$ cat config.mk
export PLATFORM = sky130hd
export DESIGN_NAME = reset_sequencer
export DESIGN_NICKNAME = d
export VERILOG_FILES = /design/src/rtl/reset_sequencer.sv
export SDC_FILE = /design/constraint.sdc
export NUM_CORES = 1
export LEC_CHECK = 0
export CORE_UTILIZATION = 39
export CTS_CLUSTER_DIAMETER = 60
export DETAILED_ROUTE_END_ITERATION = 8
export GPL_TIMING_DRIVEN = 0
export HOLD_SLACK_MARGIN = 0.06
export SKIP_CTS_REPAIR_TIMING = 1
export SLEW_MARGIN = 20
export SYNTH_ARGS = -nofsm -noshare
export SYNTH_HDL_FRONTEND = slang
export SYNTH_SLANG_ARGS = --single-unit
$ cat constraint.sdc
create_clock -name clk_100MHz -period 3.2 [get_ports clk_100MHz]
set_input_delay 0.32 -clock clk_100MHz [delete_from_list [all_inputs] [get_ports clk_100MHz]]
set_output_delay 0.32 -clock clk_100MHz [all_outputs]
set_load 0.02 [all_outputs]
$ cat src/rtl/reset_sequencer.sv
// reset_sequencer
//   Staged reset release for a single-clock system. After the system reset
//   is released and the clock generator reports lock, all resets are held
//   for HOLD_CYCLES. They are then released in order: interconnect first,
//   then peripherals, then the processor, with STAGE_GAP cycles between steps.
//   Lock loss or a software request re-runs the sequence. Each such warm
//   reset is counted in rst_count, which saturates at 255.
//
// Ports
//   clk_100MHz    in   system clock, rising edge
//   sysreset_n    in   asynchronous active-low system reset
//   ext_lock      in   clock-generator lock, asynchronous to clk_100MHz
//   sw_reset_req  in   single-cycle software reset request (honoured in RUN)
//   bus_rst_n     out  interconnect reset, active-low, released first
//   periph_rst_n  out  peripheral reset, active-low, released second
//   cpu_rst_n     out  processor reset, active-low, released last
//   rst_done      out  high only in RUN
//   rst_count     out  saturating warm-reset event count
//
// state      | meaning
// -----------+-----------------------------------------------------------
// RESET      | waiting for the synchronized release of sysreset_n
// WAIT_LOCK  | all resets asserted, waiting for lock_s
// HOLD       | all resets asserted for HOLD_CYCLES
// REL_BUS    | bus released, STAGE_GAP cycles before peripherals
// REL_PERIPH | bus and peripherals released, STAGE_GAP cycles before cpu
// RUN        | everything released, rst_done high
module reset_sequencer #(
    parameter int SYNC_STAGES = 2,
    parameter int HOLD_CYCLES = 16,
    parameter int STAGE_GAP   = 4
) (
    input  logic       clk_100MHz,
    input  logic       sysreset_n,
    input  logic       ext_lock,
    input  logic       sw_reset_req,
    output logic       bus_rst_n,
    output logic       periph_rst_n,
    output logic       cpu_rst_n,
    output logic       rst_done,
    output logic [7:0] rst_count
);

    typedef enum logic [2:0] {
        RESET,
        WAIT_LOCK,
        HOLD,
        REL_BUS,
        REL_PERIPH,
        RUN
    } state_t;

    localparam logic [7:0] HOLD_LOAD = 8'(HOLD_CYCLES - 1);
    localparam logic [7:0] GAP_LOAD  = 8'(STAGE_GAP - 1);

    logic [SYNC_STAGES-1:0] rst_sync_q;
    logic [SYNC_STAGES-1:0] lock_sync_q;
    logic                   rst_rel;
    logic                   lock_s;

    state_t     state_q, state_d;
    logic [7:0] cnt_q, cnt_d;
    logic [7:0] count_q, count_d;
    logic       count_evt;
    logic       bus_q, bus_d;
    logic       periph_q, periph_d;
    logic       cpu_q, cpu_d;

    // Both synchronizers clear asynchronously with sysreset_n. A '1' walks
    // through rst_sync_q, so the internal release needs SYNC_STAGES edges.
    always_ff @(posedge clk_100MHz or negedge sysreset_n) begin
        if (!sysreset_n) begin
            rst_sync_q  <= '0;
            lock_sync_q <= '0;
        end else begin
            rst_sync_q  <= {rst_sync_q[SYNC_STAGES-2:0], 1'b1};
            lock_sync_q <= {lock_sync_q[SYNC_STAGES-2:0], ext_lock};
        end
    end

    assign rst_rel = rst_sync_q[SYNC_STAGES-1];
    assign lock_s  = lock_sync_q[SYNC_STAGES-1];

    always_ff @(posedge clk_100MHz or negedge sysreset_n) begin
        if (!sysreset_n) begin
            state_q  <= RESET;
            cnt_q    <= '0;
            count_q  <= '0;
            bus_q    <= 1'b0;
            periph_q <= 1'b0;
            cpu_q    <= 1'b0;
        end else begin
            state_q  <= state_d;
            cnt_q    <= cnt_d;
            count_q  <= count_d;
            bus_q    <= bus_d;
            periph_q <= periph_d;
            cpu_q    <= cpu_d;
        end
    end

    always_comb begin
        state_d   = state_q;
        cnt_d     = cnt_q;
        count_evt = 1'b0;
        case (state_q)
            RESET: begin
                if (rst_rel) state_d = WAIT_LOCK;
            end
            WAIT_LOCK: begin
                if (lock_s) begin
                    state_d = HOLD;
                    cnt_d   = HOLD_LOAD;
                end
            end
            HOLD, REL_BUS, REL_PERIPH: begin
                if (!lock_s) begin
                    state_d   = WAIT_LOCK;
                    count_evt = 1'b1;
                end else if (cnt_q != 8'd0) begin
                    cnt_d = cnt_q - 8'd1;
                end else begin
                    cnt_d = GAP_LOAD;
                    case (state_q)
                        HOLD:    state_d = REL_BUS;
                        REL_BUS: state_d = REL_PERIPH;
                        default: state_d = RUN;
                    endcase
                end
            end
            RUN: begin
                // lock loss outranks a simultaneous software request
                if (!lock_s) begin
                    state_d   = WAIT_LOCK;
                    count_evt = 1'b1;
                end else if (sw_reset_req) begin
                    state_d   = HOLD;
                    cnt_d     = HOLD_LOAD;
                    count_evt = 1'b1;
                end
            end
            default: state_d = RESET;
        endcase

        count_d = (count_evt && count_q != 8'hFF) ? count_q + 8'd1 : count_q;

        // Outputs are decoded from the next state and registered, so they
        // change on the same edge as the state does.
        bus_d    = (state_d == REL_BUS) || (state_d == REL_PERIPH) || (state_d == RUN);
        periph_d = (state_d == REL_PERIPH) || (state_d == RUN);
        cpu_d    = (state_d == RUN);
    end

    assign bus_rst_n    = bus_q;
    assign periph_rst_n = periph_q;
    assign cpu_rst_n    = cpu_q;
    assign rst_done     = cpu_q;
    assign rst_count    = count_q;

endmodule

; ---- Word level (Yosys, flattened, before mapping)
; Index checks and enable logic that the tools add are counted.
[word_totals]
reg_bits = 26
input_bits = 4
output_inout_bits = 12
wordCells = 50
[classes]
n_addsub = 2
n_eq_ne = 13
n_mux = 18
reduce_logical = 9
[op_table]
columns = cell, n
row1 = 8-bit 2-to-1 mux, 5
row2 = 8-bit case mux with 3 select lines, 1
row3 = 3-bit 2-to-1 mux, 6
row4 = 3-bit equality test (second input constant), 4
row5 = 3-bit case mux with 4 select lines, 1
row6 = 3-bit by 2-bit equality test with 1-bit output (second input constant), 3
row7 = 8-bit by 1-bit adder with 8-bit output (second input constant), 1
row8 = 2-bit != test (second input constant), 4
row9 = 8-bit != test (second input constant), 1
row10 = 8-bit nonzero test, 1
row11 = 8-bit by 1-bit subtractor with 8-bit output (second input constant), 1
row12 = 3-bit case mux with 2 select lines, 1
row13 = 5-bit AND reduction, 1
row14 = 3-bit by 1-bit equality test with 1-bit output (second input constant), 1
row15 = 3-bit logical NOT, 1
row16 = 1-bit logical OR, 3
row17 = 1-bit 2-to-1 mux, 3
row18 = 3-bit nonzero test, 1
row19 = 3-bit OR reduction, 1
row20 = 1-bit case mux with 2 select lines, 1
row21 = 1-bit logical AND, 1

; ---- Depth between registers and ports, before layout
; Gate-level depths: netlist of run 1.
[depth]
ltp_word = 8
depth_mapped = 6
depth_no_buf = 6

; ---- Worst setup path before layout of run 1
; Ideal clock, no wire load.
[synth_timing]
path_type = flip-flop to flip-flop
from = reg cnt_q[0]
to = reg cnt_q[2]
setup_ps = 121
arrival_ps = 1499
t_required_ps = 3079
slack_ps = 1580
stages_incl_launch_ff = 7
path_buffers = 0
synth_period_minus_slack_ps = 1620
path_cell_list = dfrtp_1 > inv_1 > ha_1 > or3b_2 > nor2_8 > a21oi_1 > o22a_1
[synth_between]
elab_chain_cells = 4
elab_cells_between_ends = 5
cone_classes = add/sub (1) / mux (3) / reduce/logical (1)
[synth_lines]
columns = item, line
row1 = start: declaration, 62  ; logic [7:0] cnt_q, cnt_d;
row2 = start signal: assignment, 94  ; cnt_q <= cnt_d;
row3 = 8-bit by 1-bit subtractor with 8-bit output or 8-bit nonzero test (tied branches), "121, 120"
row4 = 8-bit 2-to-1 mux *, 120  ; end else if (cnt_q != 8'd0) begin
row5 = 8-bit 2-to-1 mux *, 117  ; if (!lock_s) begin
row6 = 8-bit case mux with 3 select lines *, 106  ; case (state_q)
; Mark *: on every way between the ends. The rest lies on a longest branch, timed or not. The select of a mux whose other input is x is not followed.
; A chain may end at the register's enable or synchronous reset.

; ---- Worst setup path in the final report of run 1
[layout_timing]
from = reg cnt_q[0]
to = reg cnt_q[5]
; Same word-level chain as after synthesis.

==> results of run 1 <==
==> cell families after synthesis <==
group / synth area share
and+or+nand+nor: 0.2183
AOI/OAI and AO/OA: 0.1939
DFF: 0.4541
buffers and inverters: 0.05415
xor gates and xnor gates: 0.04280
adders and majority gates: 0.02620
other: 0.002618
muxes: 0.007860
==> placed cells by master (no fill, tap or decap), types with 4 or more instances in the layout <==
cell	n
nor4_2	4
xor2_1	7
a21oi_1	6
nand3_1	5
or4_1	4
inv_1	6
clkdlybuf4s50_1	14
o31ai_1	5
dfrtp_1	26
nand2_1	7
nor2_1	5
==> critical path: cells and delay by family, from the launching register on <==
family | cells | cell delay [ns]
AND/OR/NAND/NOR | 2 | 0.44
buffers and inverters | 1 | 0.11
AO/OA/AOI/OAI | 2 | 0.56
adder cells (fa/ha/maj) | 1 | 0.16
flip-flops | 1 | 0.43
==> synth_stat cells, drive strengths merged (2+ instances only) <==
| library cell | instances |
|---|---|
| nor3b | 3 |
| inv | 6 |
| o22a | 3 |
| nand2b | 2 |
| nor3 | 5 |
| xor2 | 7 |
| a21oi | 6 |
| ha | 3 |
| nor2b | 3 |
| o31ai | 5 |
| o21ai | 5 |
| or3 | 2 |
| or4 | 5 |
| nor4 | 4 |
| a21boi | 3 |
| dfrtp | 26 |
| nand3 | 5 |
| a311oi | 3 |
| buf | 7 |
| nand2 | 7 |
| nor2 | 7 |
==> per-layer routing <==
metal	vias to the layer above	share of wire	global-route usage
met1	529	0.46	0.2000
met2	18	0.50	0.2582
met5	-	0	0
li1	526	-	-
met3	2	0.031	0.02555
met4	0	0.0068	0.06105
==> layout make-up <==
cell class,count,area [um2],share of cell area
multi-input combinational,93,704.4,0.4149
tap,46,57.56,0.03390
timing repair buffer,16,155.1,0.09138
clock buffer,3,22.52,0.01326
sequential,26,650.6,0.3832
inverter,6,22.52,0.01326
clock inverter,1,30.03,0.01769
buffer,7,55.05,0.03242
==> per-stage QoR <==
step                      total power [uW]  hold slack, ns  instance area, um2    util  instances
after floorplan                      783.1         0.02441                1433       -        132
after global placement               949.6          0.3338                1640  0.4802        193
after detailed placement             960.5          0.3364                1635  0.4788        193
after CTS                             1194        -0.02478                1688  0.4941        197
after global routing                  1261          0.3897                1698  0.4971        198
final                                 1182          0.3664                1698  0.4971        198
==> sequential cells by signal, indices dropped and copies added (netlist names) <==
signal and flops:
state_q 3, cnt_q 8, bus_rst_n 1, cpu_rst_n 1, rst_sync_q 2, periph_rst_n 1
rst_count 8, lock_sync_q 2
==> power by group through the flow <==
stage          clock network, uW  registers (uW)  logic [uW]
2_1_floorplan                  0             557         226
3_3_place_gp                   0             507         443
3_5_place_dp                   0             509         452
4_1_cts                      237             505         453
5_1_grt                      250             519         492
6_report                     230             504         447
==> path summary, 6_finish.rpt <==
check / from / cells past startpoint / end
worst min-delay path: rst_sync_q[0] / 0 / rst_sync_q[1]
worst max register to register: cnt_q[0] / 6 / cnt_q[5]
worst min register to register: rst_sync_q[0] / 0 / rst_sync_q[1]
min in group asynchronous: sysreset_n / 2 / cnt_q[4]
max in group asynchronous: sysreset_n / 2 / cnt_q[2]
worst max-delay path: cnt_q[0] / 6 / cnt_q[5]
==> flow_summary_export.csv, run 1 <==
group,metric,value,unit
outcome,status,"finished clean",
die,dieArea,3920,um2
power_and_ir_drop,pwr-share-clk,0.195,
power_and_ir_drop,p_int,738.1,uW
die,rows,21,
die,fp.coreArea,3416,um2
sta,tightest_slew,0.5836,ns
sta,max_freq,553.8,MHz
critical_path,path_class,"reg2reg",
routing,avgViaCountPerCell,5.429,
routing,drt_iter0_markers,36,
die,initial_core_util,0.4194,
sta,rsz0062_at_grt,"no",
synth,synth_cell_types,45,
clock_network,clkSinkCount,26,
power_and_ir_drop,power.density_cell_area,695.9,nW/um2
min_path,hold_class,"reg2reg",
layout,num_antenna_cells,0,
critical_path,crit_path_start_kind,"register",
power_and_ir_drop,combPwrFrac,0.379,
clock_network,clock_latency,0.32,ns
global_route,grt_pass1_vias,1064,
layout,nets,160,
routing,post_drt_wl_per_cell,14.06,um
synth,yosys_register_bits,26,
die,die_w,62.61,um
sta,period_minus_slack,1.806,ns
critical_path,path_cells,"inv_1 > ha_1 > nor3b_1 > nand2_1 > a211oi_1 > a21oi_1",
synth,synth-async-reset-ratio,1.000,
critical_path,crit_slowest_cell,"a211oi_1",
synth,ys_warn_count,0,
layout,drive_gt1_frac,0.1776,
sta,hold_violations,0,
clock_network,clockBufferDepth,2,
flow_run,maxCapViolations,0,
critical_path,worstPathArrival,2.01,ns
critical_path,critPathCaptureType,"register",
power_and_ir_drop,vdd_drop_max,0.4098,mV
critical_path,crit_path_max_fanout,4,
die,io_pins,16,
clock_network,clk_pin_slew,0.15,ns
power_and_ir_drop,p_sw,443.4,uW
sta,tns,0,ns
sta,slew_headroom,0.6109,
clock_network,cts_buffers,3,
synth,syn-cell-area,1433,um2
synth,netlist_instances,132,
routing,drc,0,
sta,final.period_utilization,0.5643,
sta,final_critical_path_setup_slack,1.394,ns
routing,dr.pass1.iters,4,
synth,yosysTopAreaCell,"dfrtp_1",
synth,syn-num-nets,139,
routing,wirelength,2784,um
synth,synthFlopType,"dfrtp_1",
synth,synthTopCellsByArea,"dfrtp_1 45%, xor2_1 4.3%, nor4_2 3.5%",
die,die-height,62.61,um
global_route,grt_overflow,0,
synth,synth_top_area_frac,0.4541,
place,dp_hpwl,2049,um
place,portBuffers,15,
synth,synth-edff-count,0,
power_and_ir_drop,swShare,0.3753,
global_route,grt_pass1_wl,4795,um
global_route,grt_usage,0.1552,
critical_path,max_stage_delay,0.48,ns
routing,ant_nets,0,
synth,avgSynthCellArea,10.85,um2
global_route,grt_max_degree,27,
sta,skew,0.002583,ns
routing,dr_total_vias,1075,
power_and_ir_drop,power.share.sequential,0.427,
power_and_ir_drop,p_leak,0.0006860,uW
global_route,antenna_found_initial,0,
critical_path,r2r_slack,1.39,ns
place,place_ws,1.184,ns
clock_network,cts-root-buf,"clkbuf_4",
synth,seq_area_frac_synth,0.4541,
sta,finalSetupViolations,0,
clock_network,cts_tree,"done",
place,place_congestion,0.8184,
layout,fillers,324,
layout,synthToLayoutAreaGrowth,18.52,%
clock_network,cts.htree.levels,1,
sta,slew_violations,0,
critical_path,cp.required,3.41,ns
(Power assumes the default switching activity.)
==> run 2: changes to the inputs <==
==> constraint.sdc (replaced) <==
create_clock -name clk_100MHz -period 1.81 [get_ports clk_100MHz]
set_input_delay 0.181 -clock clk_100MHz [delete_from_list [all_inputs] [get_ports clk_100MHz]]
set_output_delay 0.181 -clock clk_100MHz [all_outputs]
set_load 0.02 [all_outputs]
==> run 2 against run 1 <==
Effect of this change:
- worst setup slack worse by 1.3 ns
- die area is the same
- clock-buffer cell count unchanged
- via count decreased by 0.37%
- critical path depth unchanged
- sequential power rose by 77%
- clock skew grew 0.00053 ns
- worst hold slack got worse by 0.093 ns
- final cell count unchanged
- core utilization grew 0.77 points
- first-iteration DRC count down 17%
- critical path type unchanged
- largest power group unchanged
- highest routed layer unchanged
==> flow_summary_export.csv, run 2 (same netlist as run 1, synthesis figures left out) <==
group,metric,value,unit
outcome,status,"finished clean",
place,place_congestion,0.8184,
sta,tns,0,ns
critical_path,crit_end,"cnt_q[4]",
critical_path,cp.required,2.08,ns
routing,post_drt_wl_per_cell,14.42,um
clock_network,cts_buffers,3,
routing,drc,0,
sta,period_minus_slack,1.730,ns
layout,synthToLayoutAreaGrowth,20.35,%
sta,tightest_slew,0.5815,ns
flow_run,maxCapViolations,0,
sta,finalSetupViolations,0,
clock_network,cts-root-buf,"clkbuf_4",
place,dp_hpwl,2049,um
clock_network,clkSinkCount,26,
sta,slew_violations,0,
global_route,grt_pass1_vias,1064,
routing,drt_iter0_markers,30,
critical_path,r2r.worst_path.cells,6,
die,io_pins,16,
place,place_ws,-0.06749,ns
sta,final_critical_path_setup_slack,0.07951,ns
critical_path,crit_start,"cnt_q[0]",
die,fp.coreArea,3416,um2
clock_network,clk_pin_slew,0.15,ns
place,portBuffers,15,
layout,layout_common_cells,"26 x dfrtp_1, 14 x clkdlybuf4s50_1, 7 x nand2_1, 7 x xor2_1",
routing,dr.pass1.iters,4,
critical_path,r2r-end,"cnt_q[4]",
critical_path,cp_common_cell,"inv_1",
layout,num_antenna_cells,0,
die,initial_core_util,0.4194,
min_path,hold_class,"in2reg",
critical_path,path_class,"reg2reg",
critical_path,max_stage_delay,0.43,ns
critical_path,crit_slowest_cell,"dfrtp_1",
clock_network,clock_latency,0.33,ns
place,placed_area,1635,um2
power_and_ir_drop,vdd_drop_max,0.7252,mV
sta,skew,0.003110,ns
routing,dr_total_vias,1071,
routing,wirelength,2855,um
layout,final_common_cell,"dfrtp_1",
sta,rsz0062_at_grt,"no",
global_route,grt_usage,0.1552,
die,die-height,62.61,um
critical_path,r2r_slack,0.08,ns
critical_path,crit_path_max_fanout,3,
critical_path,critical_path_buf_inv_count,2,
power_and_ir_drop,p_total,2110,uW
die,rows,21,
routing,avgViaCountPerCell,5.409,
sta,final.period_utilization,0.9561,
power_and_ir_drop,p_leak,0.0006907,uW
critical_path,worstPathArrival,2.00,ns
global_route,grt_pass1_wl,4795,um
layout,nets,160,
critical_path,worstReg2RegStart,"cnt_q[0]",
clock_network,cts.htree.levels,1,
global_route,grt_overflow,0,
layout,design_area,1724,um2
critical_path,crit_path_start_kind,"register",
critical_path,path_cells,"inv_1 > ha_2 > inv_1 > or3_1 > or4_1 > a21oi_1",
sta,hold_violations,0,
critical_path,crit_family,"simple AND/OR/NAND/NOR gates",
clock_network,cts_tree,"done",
global_route,grt_max_degree,27,
sta,slew_headroom,0.6123,
critical_path,critPathCaptureType,"register",
die,die_w,62.61,um
power_and_ir_drop,power.density_cell_area,1224,nW/um2
routing,ant_nets,0,
die,dieArea,3920,um2
critical_path,cp.depth,6,
sta,max_freq,577.9,MHz
global_route,antenna_found_initial,0,
clock_network,clockBufferDepth,2,
layout,drive_gt1_frac,0.2105,
[run 2: how the worst min path moves through the flow]
stage             startpoint              to  slack, ns  cells after the start
3_3_place_gp   rst_sync_q[0]   rst_sync_q[1]       0.33                      0
5_1_grt             ext_lock  lock_sync_q[0]       0.25                      1
4_1_cts           sysreset_n      state_q[0]      -0.16                      1
2_1_floorplan     sysreset_n       bus_rst_n      -0.11                      0
3_5_place_dp      sysreset_n      state_q[0]       0.22                      1
6_report            ext_lock  lock_sync_q[0]       0.27                      1
[run 2: metrics by stage]
stage          hold WS (ns)  std cells  utilization
6_report             0.2736        198       0.5048
3_3_place_gp         0.3338        193       0.4802
3_5_place_dp         0.2182        193       0.4788
2_1_floorplan       -0.1146        132            -
4_1_cts             -0.1638        197       0.4941
5_1_grt              0.2542        198       0.5048
[run 2: cell type report]
| cell class | count | area [um2] |
|---|---|---|
| multi-input combinational | 93 | 730.7 |
| tap | 46 | 57.56 |
| timing repair buffer | 16 | 155.1 |
| sequential | 26 | 650.6 |
| clock buffer | 3 | 22.52 |
| fill | 320 | 1692 |
| inverter | 6 | 22.52 |
| clock inverter | 1 | 30.03 |
| buffer | 7 | 55.05 |
[run 2: worst register-to-register path: stages (launching register included)]
cell	delay [ns]
dfrtp_1	0.43
inv_1	0.11
ha_2	0.21
inv_1	0.05
or3_1	0.33
or4_1	0.40
a21oi_1	0.14
[run 2: metal layers]
layer / GRT usage / vias to the layer above / part of all wire
li1: - / 525 / -
met3: 0.02555 / 2 / 0.030
met2: 0.2582 / 18 / 0.51
met4: 0.06105 / 0 / 0.0067
met1: 0.2000 / 526 / 0.45
met5: 0 / - / 0
[run 2: report_power, final]
part / internal [uW] / switching (uW)
Sequential: 721 / 172
Combinational: 369 / 440
Clock: 224 / 184
Total: 1310 / 796
==> run 3: changes to the inputs <==
--- a/config.mk
+++ b/config.mk
@@ -10,6 +10,7 @@
 export DETAILED_ROUTE_END_ITERATION = 8
 export GPL_TIMING_DRIVEN = 0
 export HOLD_SLACK_MARGIN = 0.06
+export SETUP_SLACK_MARGIN = 0.3
 export SKIP_CTS_REPAIR_TIMING = 1
 export SLEW_MARGIN = 20
 export SYNTH_ARGS = -nofsm -noshare
==> constraint.sdc (replaced) <==
create_clock -name clk_100MHz -period 1.81 [get_ports clk_100MHz]
set_input_delay 0.181 -clock clk_100MHz [delete_from_list [all_inputs] [get_ports clk_100MHz]]
set_output_delay 0.181 -clock clk_100MHz [all_outputs]
set_load 0.1 [all_outputs]
==> run 3 against run 2 <==
Effect of this change:
- worst hold slack improved by 0.0013 ns
- wire length increased by 17%
- via count increased by 7.6%
==> flow_summary_export.csv, run 3 (same netlist as run 1, synthesis figures left out) <==
group,metric,value,unit
outcome,status,"finished clean",
critical_path,crit_path_start_kind,"register",
sta,tightest_slew,0.6066,ns
layout,final_cells,212,
critical_path,path_class,"reg2reg",
critical_path,worstReg2RegStart,"cnt_q[0]",
power_and_ir_drop,vdd_drop_max,1.106,mV
critical_path,crit_path_max_fanout,5,
global_route,grt_max_degree,27,
clock_network,cts.htree.levels,1,
critical_path,cp.required,2.06,ns
critical_path,crit_slowest_cell,"dfrtp_1",
place,dp_hpwl,2025,um
layout,drive_gt1_frac,0.5542,
critical_path,crit_end,"bus_rst_n",
clock_network,cts_tree,"done",
sta,skew,0.005438,ns
clock_network,clkSinkCount,26,
routing,drc,0,
sta,slew_headroom,0.5956,
die,io_pins,16,
global_route,grt_overflow,0,
power_and_ir_drop,p_sw,1493,uW
layout,final_common_cell,"dfrtp_1",
die,rows,21,
clock_network,cts-root-buf,"clkbuf_4",
power_and_ir_drop,power.density_cell_area,1446,nW/um2
power_and_ir_drop,swShare,0.5177,
min_path,worstHoldStart,"ext_lock",
place,place_congestion,0.8953,
min_path,hold_class,"in2reg",
sta,max_freq,582.4,MHz
sta,hold_violations,0,
place,dp_cells,193,
die,dieArea,3920,um2
power_and_ir_drop,p_total,2885,uW
power_and_ir_drop,combPwrFrac,0.520,
routing,post_drt_wl_per_cell,15.78,um
routing,avgViaCountPerCell,5.434,
global_route,antenna_found_initial,0,
global_route,grt_usage,0.1613,
clock_network,cts_buffers,3,
layout,num_antenna_cells,0,
clock_network,clock_latency,0.32,ns
sta,period_minus_slack,1.717,ns
critical_path,r2r.worst_path.cells,6,
sta,final.period_utilization,0.9487,
layout,synthToLayoutAreaGrowth,39.21,%
layout,nets,174,
critical_path,r2r-end,"bus_rst_n",
power_and_ir_drop,p_leak,0.0008062,uW
place,placed_area,1700,um2
critical_path,r2r_slack,0.09,ns
place,portBuffers,15,
power_and_ir_drop,pwr-share-clk,0.140,
die,initial_core_util,0.4194,
routing,drt_iter0_markers,41,
layout,layout_common_cells,"16 x dfrtp_1, 15 x buf_4, 12 x clkbuf_2",
critical_path,crit_start,"cnt_q[0]",
layout,design_area,1994,um2
critical_path,critPathCaptureType,"register",
routing,dr.pass1.iters,4,
clock_network,clk_pin_slew,0.15,ns
global_route,grt_pass1_wl,5140,um
power_and_ir_drop,power.share.sequential,0.339,
global_route,grt_pass1_vias,1148,
die,die_w,62.61,um
critical_path,path_cells,"inv_2 > ha_4 > or3b_4 > nor2_8 > a41oi_4 > a31oi_1",
critical_path,max_stage_delay,0.43,ns
routing,dr_total_vias,1152,
clock_network,clockBufferDepth,2,
sta,rsz0062_at_grt,"yes",
die,die-height,62.61,um
die,fp.coreArea,3416,um2
routing,wirelength,3345,um
sta,slew_violations,0,
critical_path,worstPathArrival,1.97,ns
flow_run,maxCapViolations,0,
min_path,hold_path_depth,1,
sta,finalSetupViolations,0,
routing,ant_nets,0,
power_and_ir_drop,p_int,1391,uW
## run 3: worst max-delay path, delay by kind of cell, from the launching register on
kind / cells / cell delay, ns
buffers and inverters: 1 / 0.12
and+or+nand+nor: 2 / 0.60
adders and majority gates: 1 / 0.14
DFF: 1 / 0.43
AOI/OAI and AO/OA: 2 / 0.36
## run 3: layout make-up
class,instances,area [um2]
Buffer,7,63.81
Timing Repair Buffer,30,201.4
Multi-Input combinational cell,93,918.4
Clock inverter,1,30.03
Clock buffer,3,22.52
Fill cell,312,1421
Sequential cell,26,678.2
Inverter,6,22.52
Tap cell,46,57.56
## run 3: power groups by stage
stage / combinational [uW] / sequential (uW) / clock, uW
6_report: 1500 / 979 / 405
3_5_place_dp: 1410 / 971 / 0
4_1_cts: 1410 / 961 / 409
5_1_grt: 1590 / 1000 / 432
2_1_floorplan: 443 / 1610 / 0
3_3_place_gp: 1390 / 963 / 0
## run 3: per-stage QoR
stage	util	worst slack [ns]	TNS (ns)	hold WS, ns
6_report	0.5839	0.09284	0	0.2750
3_3_place_gp	0.4993	-0.01976	-0.05824	0.3330
4_1_cts	0.5132	-0.3216	-3.320	-0.1459
3_5_place_dp	0.4978	-0.06092	-0.2048	0.2252
5_1_grt	0.5839	0.04892	0	0.2653
2_1_floorplan	-	0.1955	0	-0.1146
## run 3: worst min path at each step
stage	slack, ns	endpoint
floorplan	-0.11	bus_rst_n
global placement	0.33	rst_sync_q[1]
detailed placement	0.23	cnt_q[4]
CTS	-0.15	cnt_q[4]
global route	0.27	lock_sync_q[0]
finish	0.27	lock_sync_q[0]
## run 3: per-layer routing
metal	vias to the layer above	GRT usage	wire (um)
li1	552	-	-
met1	583	0.2125	1444
met2	15	0.2758	1795
met3	2	0.01642	86
met4	0	0.05233	19
met5	-	0	0
